==> config.mk <==
export PLATFORM = sky130hd
export DESIGN_NAME = mem_xbar_rr_flat
export DESIGN_NICKNAME = d
export VERILOG_FILES = /design/src/rtl/mem_xbar_rr_if.sv /design/src/rtl/mem_xbar_rr.sv /design/src/flat_wrapper.sv
export SDC_FILE = /design/constraint.sdc
export NUM_CORES = 1
export LEC_CHECK = 0
export BUFFER_PORTS_ARGS = -buffer_cell sky130_fd_sc_hd__clkbuf_2
export CAP_MARGIN = 20
export CORE_AREA = 3 3 246 248
export DETAILED_ROUTE_END_ITERATION = 8
export DIE_AREA = 0 0 249 251
export PLACE_DENSITY = 0.41
export SLEW_MARGIN = 20
export SYNTH_ARGS = -nofsm -noshare
export SYNTH_HDL_FRONTEND = slang
export SYNTH_SLANG_ARGS = --single-unit
export TNS_END_PERCENT = 30
==> constraint.sdc <==
create_clock -name clk -period 5.13 [get_ports clk]
set_clock_uncertainty 0.05 [all_clocks]
set_input_delay 0.2565 -clock clk [delete_from_list [all_inputs] [get_ports clk]]
set_output_delay 0.2565 -clock clk [all_outputs]
set_load 0.1 [all_outputs]
==> src/rtl/mem_xbar_rr_if.sv <==
// Purpose: bundles the master-side and slave-side request/grant buses of mem_xbar_rr.
// Latency: none, wires only.
// Backpressure: carried by the gnt signals; masters hold their request until granted.
interface mem_xbar_rr_if #(
  parameter int NB_MASTER  = 3,
  parameter int NB_SLAVE   = 3,
  parameter int ADDR_WIDTH = 32,
  parameter int DATA_WIDTH = 32
);
  // master side
  logic [NB_MASTER-1:0]              m_req_i;
  logic [NB_MASTER*ADDR_WIDTH-1:0]   m_addr_i;
  logic [NB_MASTER-1:0]              m_we_i;
  logic [NB_MASTER*DATA_WIDTH/8-1:0] m_be_i;
  logic [NB_MASTER*DATA_WIDTH-1:0]   m_wdata_i;
  logic [NB_MASTER-1:0]              m_gnt_o;
  logic [NB_MASTER-1:0]              m_rvalid_o;
  logic [NB_MASTER*DATA_WIDTH-1:0]   m_rdata_o;
  logic [NB_MASTER-1:0]              m_err_o;
  // slave side
  logic [NB_SLAVE-1:0]               s_req_o;
  logic [NB_SLAVE*ADDR_WIDTH-1:0]    s_addr_o;
  logic [NB_SLAVE-1:0]               s_we_o;
  logic [NB_SLAVE*DATA_WIDTH/8-1:0]  s_be_o;
  logic [NB_SLAVE*DATA_WIDTH-1:0]    s_wdata_o;
  logic [NB_SLAVE-1:0]               s_gnt_i;
  logic [NB_SLAVE-1:0]               s_rvalid_i;
  logic [NB_SLAVE*DATA_WIDTH-1:0]    s_rdata_i;
  logic [NB_SLAVE-1:0]               s_err_i;

  // crossbar view
  modport slave (
    input  m_req_i, m_addr_i, m_we_i, m_be_i, m_wdata_i,
    output m_gnt_o, m_rvalid_o, m_rdata_o, m_err_o,
    output s_req_o, s_addr_o, s_we_o, s_be_o, s_wdata_o,
    input  s_gnt_i, s_rvalid_i, s_rdata_i, s_err_i
  );

  // environment view: drives master requests and slave responses
  modport master (
    output m_req_i, m_addr_i, m_we_i, m_be_i, m_wdata_i,
    input  m_gnt_o, m_rvalid_o, m_rdata_o, m_err_o,
    input  s_req_o, s_addr_o, s_we_o, s_be_o, s_wdata_o,
    output s_gnt_i, s_rvalid_i, s_rdata_i, s_err_i
  );
endinterface

==> src/rtl/mem_xbar_rr.sv <==
// Purpose: N-master x M-slave request/grant crossbar, address-decoded, round-robin per slave, locked requests, internal error slave.
// Latency: request->grant 0 cycles when the slave grants at once; responses pass through combinationally.
// Backpressure: masters hold req until gnt; each slave port serves one transaction at a time, losers keep waiting.
module mem_xbar_rr #(
  parameter int NB_MASTER  = 3,
  parameter int NB_SLAVE   = 3,
  parameter int ADDR_WIDTH = 32,
  parameter int DATA_WIDTH = 32,
  parameter logic [NB_SLAVE*ADDR_WIDTH-1:0] START_ADDR = {32'h1A10_0000, 32'h0010_0000, 32'h0000_0000},
  parameter logic [NB_SLAVE*ADDR_WIDTH-1:0] END_ADDR   = {32'h1A11_FFFF, 32'h001F_FFFF, 32'h000F_FFFF}
) (
  input  logic         clk,
  input  logic         rst,
  mem_xbar_rr_if.slave io_bus
);
  localparam int MW = (NB_MASTER > 1) ? $clog2(NB_MASTER) : 1;
  localparam int BW = DATA_WIDTH / 8;

  typedef enum logic [1:0] {
    ST_IDLE     = 2'd0,
    ST_REQ      = 2'd1,
    ST_WAIT_RSP = 2'd2
  } state_t;

  // per-slave-port state
  state_t              r_state      [NB_SLAVE];
  state_t              w_state_nxt  [NB_SLAVE];
  logic [MW-1:0]       r_owner      [NB_SLAVE];
  logic [MW-1:0]       w_owner_nxt  [NB_SLAVE];
  logic [MW-1:0]       r_rr_ptr     [NB_SLAVE];
  logic [MW-1:0]       w_rr_ptr_nxt [NB_SLAVE];
  logic [NB_MASTER-1:0] r_busy;

  // internal error slave
  logic                r_err_vld;
  logic                w_err_vld_nxt;
  logic [MW-1:0]       r_err_owner;
  logic [MW-1:0]       w_err_owner_nxt;
  logic [MW-1:0]       r_err_ptr;
  logic [MW-1:0]       w_err_ptr_nxt;

  // decode results
  logic [NB_SLAVE-1:0]  w_tgt_oh [NB_MASTER];
  logic [NB_MASTER-1:0] w_unmapped;
  logic [NB_MASTER-1:0] w_cand   [NB_SLAVE];
  logic [NB_MASTER-1:0] w_err_cand;

  // output nets
  logic [NB_MASTER-1:0]            w_m_gnt;
  logic [NB_MASTER-1:0]            w_m_rvalid;
  logic [NB_MASTER-1:0]            w_m_err;
  logic [NB_MASTER*DATA_WIDTH-1:0] w_m_rdata;
  logic [NB_SLAVE-1:0]             w_s_req;
  logic [NB_SLAVE*ADDR_WIDTH-1:0]  w_s_addr;
  logic [NB_SLAVE-1:0]             w_s_we;
  logic [NB_SLAVE*BW-1:0]          w_s_be;
  logic [NB_SLAVE*DATA_WIDTH-1:0]  w_s_wdata;

  // first candidate at or after ptr, wrapping modulo NB_MASTER
  function automatic logic [MW-1:0] f_rr_pick(input logic [NB_MASTER-1:0] cand, input logic [MW-1:0] ptr);
    logic [MW-1:0] pick;
    logic          found;
    int            idx;
    pick  = '0;
    found = 1'b0;
    for (int k = 0; k < NB_MASTER; k++) begin
      idx = (int'(ptr) + k) % NB_MASTER;
      if (!found && cand[idx]) begin
        pick  = idx[MW-1:0];
        found = 1'b1;
      end
    end
    return pick;
  endfunction

  function automatic logic [MW-1:0] f_next(input logic [MW-1:0] cur);
    int nxt;
    nxt = (int'(cur) + 1) % NB_MASTER;
    return nxt[MW-1:0];
  endfunction

  // address decode (lowest matching slave wins) and per-port candidate masks
  always_comb begin
    logic [ADDR_WIDTH-1:0] v_addr;
    logic                  v_found;
    v_addr  = '0;
    v_found = 1'b0;
    for (int i = 0; i < NB_MASTER; i++) begin
      w_tgt_oh[i] = '0;
      v_addr      = io_bus.m_addr_i[i*ADDR_WIDTH +: ADDR_WIDTH];
      v_found     = 1'b0;
      for (int j = 0; j < NB_SLAVE; j++) begin
        // modular offset test: addr in [start,end] without a compare that folds to constant when start is 0
        if (!v_found &&
            ((v_addr - START_ADDR[j*ADDR_WIDTH +: ADDR_WIDTH]) <=
             (END_ADDR[j*ADDR_WIDTH +: ADDR_WIDTH] - START_ADDR[j*ADDR_WIDTH +: ADDR_WIDTH]))) begin
          w_tgt_oh[i][j] = 1'b1;
          v_found        = 1'b1;
        end
      end
      w_unmapped[i] = !v_found;
    end
    for (int j = 0; j < NB_SLAVE; j++) begin
      w_cand[j] = '0;
      for (int i = 0; i < NB_MASTER; i++) begin
        w_cand[j][i] = io_bus.m_req_i[i] & ~r_busy[i] & w_tgt_oh[i][j];
      end
    end
    w_err_cand = io_bus.m_req_i & ~r_busy & w_unmapped;
  end

  // slave-port FSMs and error slave: next state plus all bus outputs, everything quiet during reset
  always_comb begin
    logic [MW-1:0] v_sel;
    logic          v_drive;
    v_sel   = '0;
    v_drive = 1'b0;
    w_m_gnt    = '0;
    w_m_rvalid = '0;
    w_m_err    = '0;
    w_m_rdata  = '0;
    w_s_req    = '0;
    w_s_addr   = '0;
    w_s_we     = '0;
    w_s_be     = '0;
    w_s_wdata  = '0;
    for (int j = 0; j < NB_SLAVE; j++) begin
      w_state_nxt[j]  = r_state[j];
      w_owner_nxt[j]  = r_owner[j];
      w_rr_ptr_nxt[j] = r_rr_ptr[j];
    end
    w_err_vld_nxt   = 1'b0;
    w_err_owner_nxt = r_err_owner;
    w_err_ptr_nxt   = r_err_ptr;

    if (!rst) begin
      for (int j = 0; j < NB_SLAVE; j++) begin
        v_sel   = r_owner[j];
        v_drive = 1'b0;
        case (r_state[j])
          ST_IDLE: begin
            if (|w_cand[j]) begin
              v_sel          = f_rr_pick(w_cand[j], r_rr_ptr[j]);
              v_drive        = 1'b1;
              w_owner_nxt[j] = v_sel;
              w_state_nxt[j] = ST_REQ;
            end
          end
          ST_REQ: begin
            // locked: only the latched owner is presented until granted
            v_drive = 1'b1;
          end
          ST_WAIT_RSP: begin
            if (io_bus.s_rvalid_i[j]) begin
              w_m_rvalid[r_owner[j]] = 1'b1;
              w_m_err[r_owner[j]]    = io_bus.s_err_i[j];
              w_m_rdata[int'(r_owner[j])*DATA_WIDTH +: DATA_WIDTH] = io_bus.s_rdata_i[j*DATA_WIDTH +: DATA_WIDTH];
              w_state_nxt[j] = ST_IDLE;
            end
          end
          default: w_state_nxt[j] = ST_IDLE;
        endcase

        if (v_drive) begin
          w_s_req[j] = 1'b1;
          w_s_addr[j*ADDR_WIDTH +: ADDR_WIDTH]  = io_bus.m_addr_i[int'(v_sel)*ADDR_WIDTH +: ADDR_WIDTH];
          w_s_we[j]                             = io_bus.m_we_i[v_sel];
          w_s_be[j*BW +: BW]                    = io_bus.m_be_i[int'(v_sel)*BW +: BW];
          w_s_wdata[j*DATA_WIDTH +: DATA_WIDTH] = io_bus.m_wdata_i[int'(v_sel)*DATA_WIDTH +: DATA_WIDTH];
          if (io_bus.s_gnt_i[j]) begin
            w_m_gnt[v_sel]  = 1'b1;
            w_rr_ptr_nxt[j] = f_next(v_sel);
            w_state_nxt[j]  = ST_WAIT_RSP;
          end
        end
      end

      // error slave: answer last cycle's grant, then take one new unmapped request
      if (r_err_vld) begin
        w_m_rvalid[r_err_owner] = 1'b1;
        w_m_err[r_err_owner]    = 1'b1;
      end
      if (|w_err_cand) begin
        v_sel           = f_rr_pick(w_err_cand, r_err_ptr);
        w_m_gnt[v_sel]  = 1'b1;
        w_err_vld_nxt   = 1'b1;
        w_err_owner_nxt = v_sel;
        w_err_ptr_nxt   = f_next(v_sel);
      end
    end
  end

  // state registers; reset drops anything outstanding
  always_ff @(posedge clk or posedge rst) begin
    if (rst) begin
      for (int j = 0; j < NB_SLAVE; j++) begin
        r_state[j]  <= ST_IDLE;
        r_owner[j]  <= '0;
        r_rr_ptr[j] <= '0;
      end
      r_busy      <= '0;
      r_err_vld   <= 1'b0;
      r_err_owner <= '0;
      r_err_ptr   <= '0;
    end else begin
      for (int j = 0; j < NB_SLAVE; j++) begin
        r_state[j]  <= w_state_nxt[j];
        r_owner[j]  <= w_owner_nxt[j];
        r_rr_ptr[j] <= w_rr_ptr_nxt[j];
      end
      r_busy      <= (r_busy | w_m_gnt) & ~w_m_rvalid;
      r_err_vld   <= w_err_vld_nxt;
      r_err_owner <= w_err_owner_nxt;
      r_err_ptr   <= w_err_ptr_nxt;
    end
  end

  assign io_bus.m_gnt_o    = w_m_gnt;
  assign io_bus.m_rvalid_o = w_m_rvalid;
  assign io_bus.m_rdata_o  = w_m_rdata;
  assign io_bus.m_err_o    = w_m_err;
  assign io_bus.s_req_o    = w_s_req;
  assign io_bus.s_addr_o   = w_s_addr;
  assign io_bus.s_we_o     = w_s_we;
  assign io_bus.s_be_o     = w_s_be;
  assign io_bus.s_wdata_o  = w_s_wdata;

endmodule

==> src/flat_wrapper.sv <==
// flat-port wrapper written by rule: the top's interface ports become plain ports
module mem_xbar_rr_flat 
#(
  parameter int NB_MASTER  = 3,
  parameter int NB_SLAVE   = 3,
  parameter int ADDR_WIDTH = 32,
  parameter int DATA_WIDTH = 32,
  parameter logic [NB_SLAVE*ADDR_WIDTH-1:0] START_ADDR = {32'h1A10_0000, 32'h0010_0000, 32'h0000_0000},
  parameter logic [NB_SLAVE*ADDR_WIDTH-1:0] END_ADDR   = {32'h1A11_FFFF, 32'h001F_FFFF, 32'h000F_FFFF}
)
  (clk, rst, io_bus_m_req_i, io_bus_m_addr_i, io_bus_m_we_i, io_bus_m_be_i, io_bus_m_wdata_i, io_bus_m_gnt_o, io_bus_m_rvalid_o, io_bus_m_rdata_o, io_bus_m_err_o, io_bus_s_req_o, io_bus_s_addr_o, io_bus_s_we_o, io_bus_s_be_o, io_bus_s_wdata_o, io_bus_s_gnt_i, io_bus_s_rvalid_i, io_bus_s_rdata_i, io_bus_s_err_i);
  mem_xbar_rr_if #(.NB_MASTER(NB_MASTER), .NB_SLAVE(NB_SLAVE), .ADDR_WIDTH(ADDR_WIDTH), .DATA_WIDTH(DATA_WIDTH)) io_bus_i ();
  input  logic clk;
  input  logic rst;
  input wire logic [$bits(io_bus_i.m_req_i)-1:0] io_bus_m_req_i;
  input wire logic [$bits(io_bus_i.m_addr_i)-1:0] io_bus_m_addr_i;
  input wire logic [$bits(io_bus_i.m_we_i)-1:0] io_bus_m_we_i;
  input wire logic [$bits(io_bus_i.m_be_i)-1:0] io_bus_m_be_i;
  input wire logic [$bits(io_bus_i.m_wdata_i)-1:0] io_bus_m_wdata_i;
  output wire logic [$bits(io_bus_i.m_gnt_o)-1:0] io_bus_m_gnt_o;
  output wire logic [$bits(io_bus_i.m_rvalid_o)-1:0] io_bus_m_rvalid_o;
  output wire logic [$bits(io_bus_i.m_rdata_o)-1:0] io_bus_m_rdata_o;
  output wire logic [$bits(io_bus_i.m_err_o)-1:0] io_bus_m_err_o;
  output wire logic [$bits(io_bus_i.s_req_o)-1:0] io_bus_s_req_o;
  output wire logic [$bits(io_bus_i.s_addr_o)-1:0] io_bus_s_addr_o;
  output wire logic [$bits(io_bus_i.s_we_o)-1:0] io_bus_s_we_o;
  output wire logic [$bits(io_bus_i.s_be_o)-1:0] io_bus_s_be_o;
  output wire logic [$bits(io_bus_i.s_wdata_o)-1:0] io_bus_s_wdata_o;
  input wire logic [$bits(io_bus_i.s_gnt_i)-1:0] io_bus_s_gnt_i;
  input wire logic [$bits(io_bus_i.s_rvalid_i)-1:0] io_bus_s_rvalid_i;
  input wire logic [$bits(io_bus_i.s_rdata_i)-1:0] io_bus_s_rdata_i;
  input wire logic [$bits(io_bus_i.s_err_i)-1:0] io_bus_s_err_i;
  assign io_bus_i.m_req_i = io_bus_m_req_i;
  assign io_bus_i.m_addr_i = io_bus_m_addr_i;
  assign io_bus_i.m_we_i = io_bus_m_we_i;
  assign io_bus_i.m_be_i = io_bus_m_be_i;
  assign io_bus_i.m_wdata_i = io_bus_m_wdata_i;
  assign io_bus_m_gnt_o = io_bus_i.m_gnt_o;
  assign io_bus_m_rvalid_o = io_bus_i.m_rvalid_o;
  assign io_bus_m_rdata_o = io_bus_i.m_rdata_o;
  assign io_bus_m_err_o = io_bus_i.m_err_o;
  assign io_bus_s_req_o = io_bus_i.s_req_o;
  assign io_bus_s_addr_o = io_bus_i.s_addr_o;
  assign io_bus_s_we_o = io_bus_i.s_we_o;
  assign io_bus_s_be_o = io_bus_i.s_be_o;
  assign io_bus_s_wdata_o = io_bus_i.s_wdata_o;
  assign io_bus_i.s_gnt_i = io_bus_s_gnt_i;
  assign io_bus_i.s_rvalid_i = io_bus_s_rvalid_i;
  assign io_bus_i.s_rdata_i = io_bus_s_rdata_i;
  assign io_bus_i.s_err_i = io_bus_s_err_i;
  mem_xbar_rr #(.NB_MASTER(NB_MASTER), .NB_SLAVE(NB_SLAVE), .ADDR_WIDTH(ADDR_WIDTH), .DATA_WIDTH(DATA_WIDTH), .START_ADDR(START_ADDR), .END_ADDR(END_ADDR)) u_core (.clk(clk), .rst(rst), .io_bus(io_bus_i));
endmodule
==> results.toml <==
[logic_synthesis]
muxShareOfSynthArea_pct = 23.0
synth_adder_area_share_pct = 5.44
synthTopCellsByArea = "mux2i_1, a22oi_1, nand2_1"
synthesis.area_mm2 = 0.00929
synth_cell_types = 62
synth_commonest_cells = "mux2i_1, nand2_1, nor2_1"
synth-edff-count = 0
synthFlopType = "dfrtp_1"
yosysSeqAreaShare_pct = 7.00
synth_top_family_by_area = "compound AO/OA/AOI/OAI gates"
synth.top_cell.area_share_pct = 22.4
syn_inst = 1342
synthesis.nets = 1697
synth_most_common_cell = "mux2i_1"
avgSynthCellArea_um2 = 6.92
synth_top_cell_by_area = "mux2i_1"
yosys_warnings = 0
synthArstFlopShare_pct = 100
synth_compound_area_share_pct = 36.9
synth-seq-cells = 26
synth_xor_area_share_pct = 0
synth-simple-area-share_pct = 20.3

[place]
port_buffers = 631
dpl.hpwl_mm = 52.2
dpl.cell_count = 2652
gp_congestion = 0.947

[clock_network]
numCtsBuffers = 3
clkLatencyLatePin_ns = 0.26
cts.sinks = 26
h-tree-depth = 1
cts-root-buf = "clkbuf_16"
clockBufferDepth = 2
clk_pin_slew_ns = 0.07
cts_setup_buffers = 0
post_cts_resized = 0
cts_tree = "built"
hold_buffers = 0

[route]
wl_mm = 66.0
vias = 13700
drt_iter0_drc = 1238
ant_nets = 0
drt-pass1-iter-count = 6
drc = 0
viasPerCell = 5.15
wire_per_inst_um = 24.8

[flow_run]
cap_viol_max_count = 0

[die]
rows = 89
die_w_um = 249
die_area_mm2 = 0.0625
core-area_mm2 = 0.0587
die_h_um = 251
io-pin-count = 632
floorplan.initialDensity_pct = 15.8

[finish]
multi_input_area_mm2 = 0.00803
fin_cells = 2661
area_growth_pct = 51.5
fill_cells = 6617
fin_nets = 2239
drive_gt1_share_pct = 37.8
final_util_pct = 24.0
seq_area_um2 = 651

[global_routing]
antenna_found_initial = 9
grt_pass1_vias = 13300
grt_max_degree = 93
grt_overflow = 0
grt_usage_pct = 19.5
grt_first_pass_wirelength_mm = 94.2

[critical_path]
rr_worst_depth = 11
cpLargestDelayFamily = "simple AND/OR/NAND/NOR gates"
cp_num_buf_inv = 3
slowest_delay_ns = 0.59
cp.arrival_ns = 4.07
rrSetupSlack_ns = 1.38
worstPathMaxFanout = 31
cp.depth = 10
slowest_stage = "nor4b_1"
crit_type = "flip-flop to primary output"
cp-end-kind = "primary output"
cp.required_ns = 4.82
cp_cell_sequence = "nor4b_1, nand4_1, a31oi_1, a21oi_1, a21o_1, inv_2, nand2_2, buf_4, o21ai_0, clkbuf_2"
cp-start-kind = "flip-flop"

[timing]
fmax_ghz = 0.228
rsz0062_at_grt = "false"
post-route-period-util_pct = 85.4
hold_viol_final = 0
finalSetupViolCount = 0
tightest_slew_ns = 0.938
period_minus_slack_ns = 4.38
maxSlewHeadroom_pct = 37.5
slew_violations = 0
tns_ns = 0

[pwr]
peakVddDrop_uv = 145
p_leak_uw = 0.00729
power_density_mw_per_mm2 = 99.9

[outcome]
status = "finished clean"

[hold_path]
worstHoldPathType = "input pin to async pin"
==> layout by cell type (no fill, tap or decap), types with 48 or more instances in the layout <==
cell | synthesis | layout
a22o_1 | 64 | 64
a22oi_1 | 97 | 97
buf_12 | 0 | 50
buf_4 | 9 | 48
clkbuf_2 | 0 | 572
mux2i_1 | 208 | 208
nand2_1 | 179 | 175
nor2_1 | 152 | 152
o21ai_0 | 83 | 83
o22ai_1 | 70 | 70
o2bb2ai_1 | 68 | 68
==> tightest hold or removal path, cell delays in order <==
cell and delay, ns:
buf_4 0.23, inv_1 0.09, buf_4 0.36
==> cells by family (layout without fill, tap and decap cells) <==
group,after synthesis,in the layout
compound gates,478,478
mux,213,213
fa+ha+maj,41,41
other cells,0,6
flops,26,26
simple gates,420,420
buf+inv,164,704
==> registers in the layout (all words and copies together) (netlist names) <==
signal	cells
u_core.r_owner	6
u_core.r_rr_ptr	6
u_core.r_state	6
u_core.r_busy	3
u_core.r_err_owner	2
u_core.r_err_ptr	2
u_core.r_err_vld	1
==> metal layers <==
| metal | global-route usage (%) | part of all wire [%] | vias up |
|---|---|---|---|
| li1 | - | - | 6210 |
| met1 | 23.9 | 41 | 6702 |
| met2 | 35.8 | 50 | 715 |
| met3 | 3.60 | 6.9 | 76 |
| met4 | 3.52 | 2.0 | 2 |
| met5 | 0 | 0.030 | - |
==> per-stage QoR <==
| step | setup slack [ns] | cell area [µm²] | total power, µW | hold slack, ns |
|---|---|---|---|---|
| 6_report | 0.749 | 14100 | 1410 | 0.230 |
| 3_5_place_dp | 0.928 | 14000 | 1230 | 0.470 |
| 4_1_cts | 0.812 | 14100 | 1410 | 0.238 |
| 3_3_place_gp | 1.03 | 14000 | 1230 | 0.455 |
| 2_1_floorplan | 0.0438 | 9290 | 815 | 0.307 |
| 5_1_grt | 0.519 | 14100 | 1500 | 0.270 |
==> final timing paths <==
path | start | endpoint
worst max-delay path | u_core.r_busy[1] | io_bus_s_wdata_o[33]
worst max register to register | u_core.r_busy[1] | u_core.r_busy[2]
worst min-delay path | rst | u_core.r_err_owner[1]
worst min register to register | u_core.r_rr_ptr[4] | u_core.r_rr_ptr[4]
min in group clk | io_bus_s_gnt_i[2] | u_core.r_state[0]
max in group asynchronous | rst | u_core.r_owner[1]
==> cell type report <==
class                           instances  share of cell area [%]
Inverter                               31                   0.836
Multi-Input combinational cell       1152                    57.0
Clock buffer                            3                   0.533
Timing Repair Buffer                  670                    30.0
Tap cell                              773                    6.87
Antenna cell                            6                   0.107
Sequential cell                        26                    4.62
==> power breakdown <==
part / switching [µW] / leakage [µW] / internal (µW)
registers: 45.4 / 0.000312 / 244
clock network: 70.7 / 0.0000370 / 103
logic: 600 / 0.00694 / 343
total: 716 / 0.00729 / 690
Power figures use the tool's default switching activity.
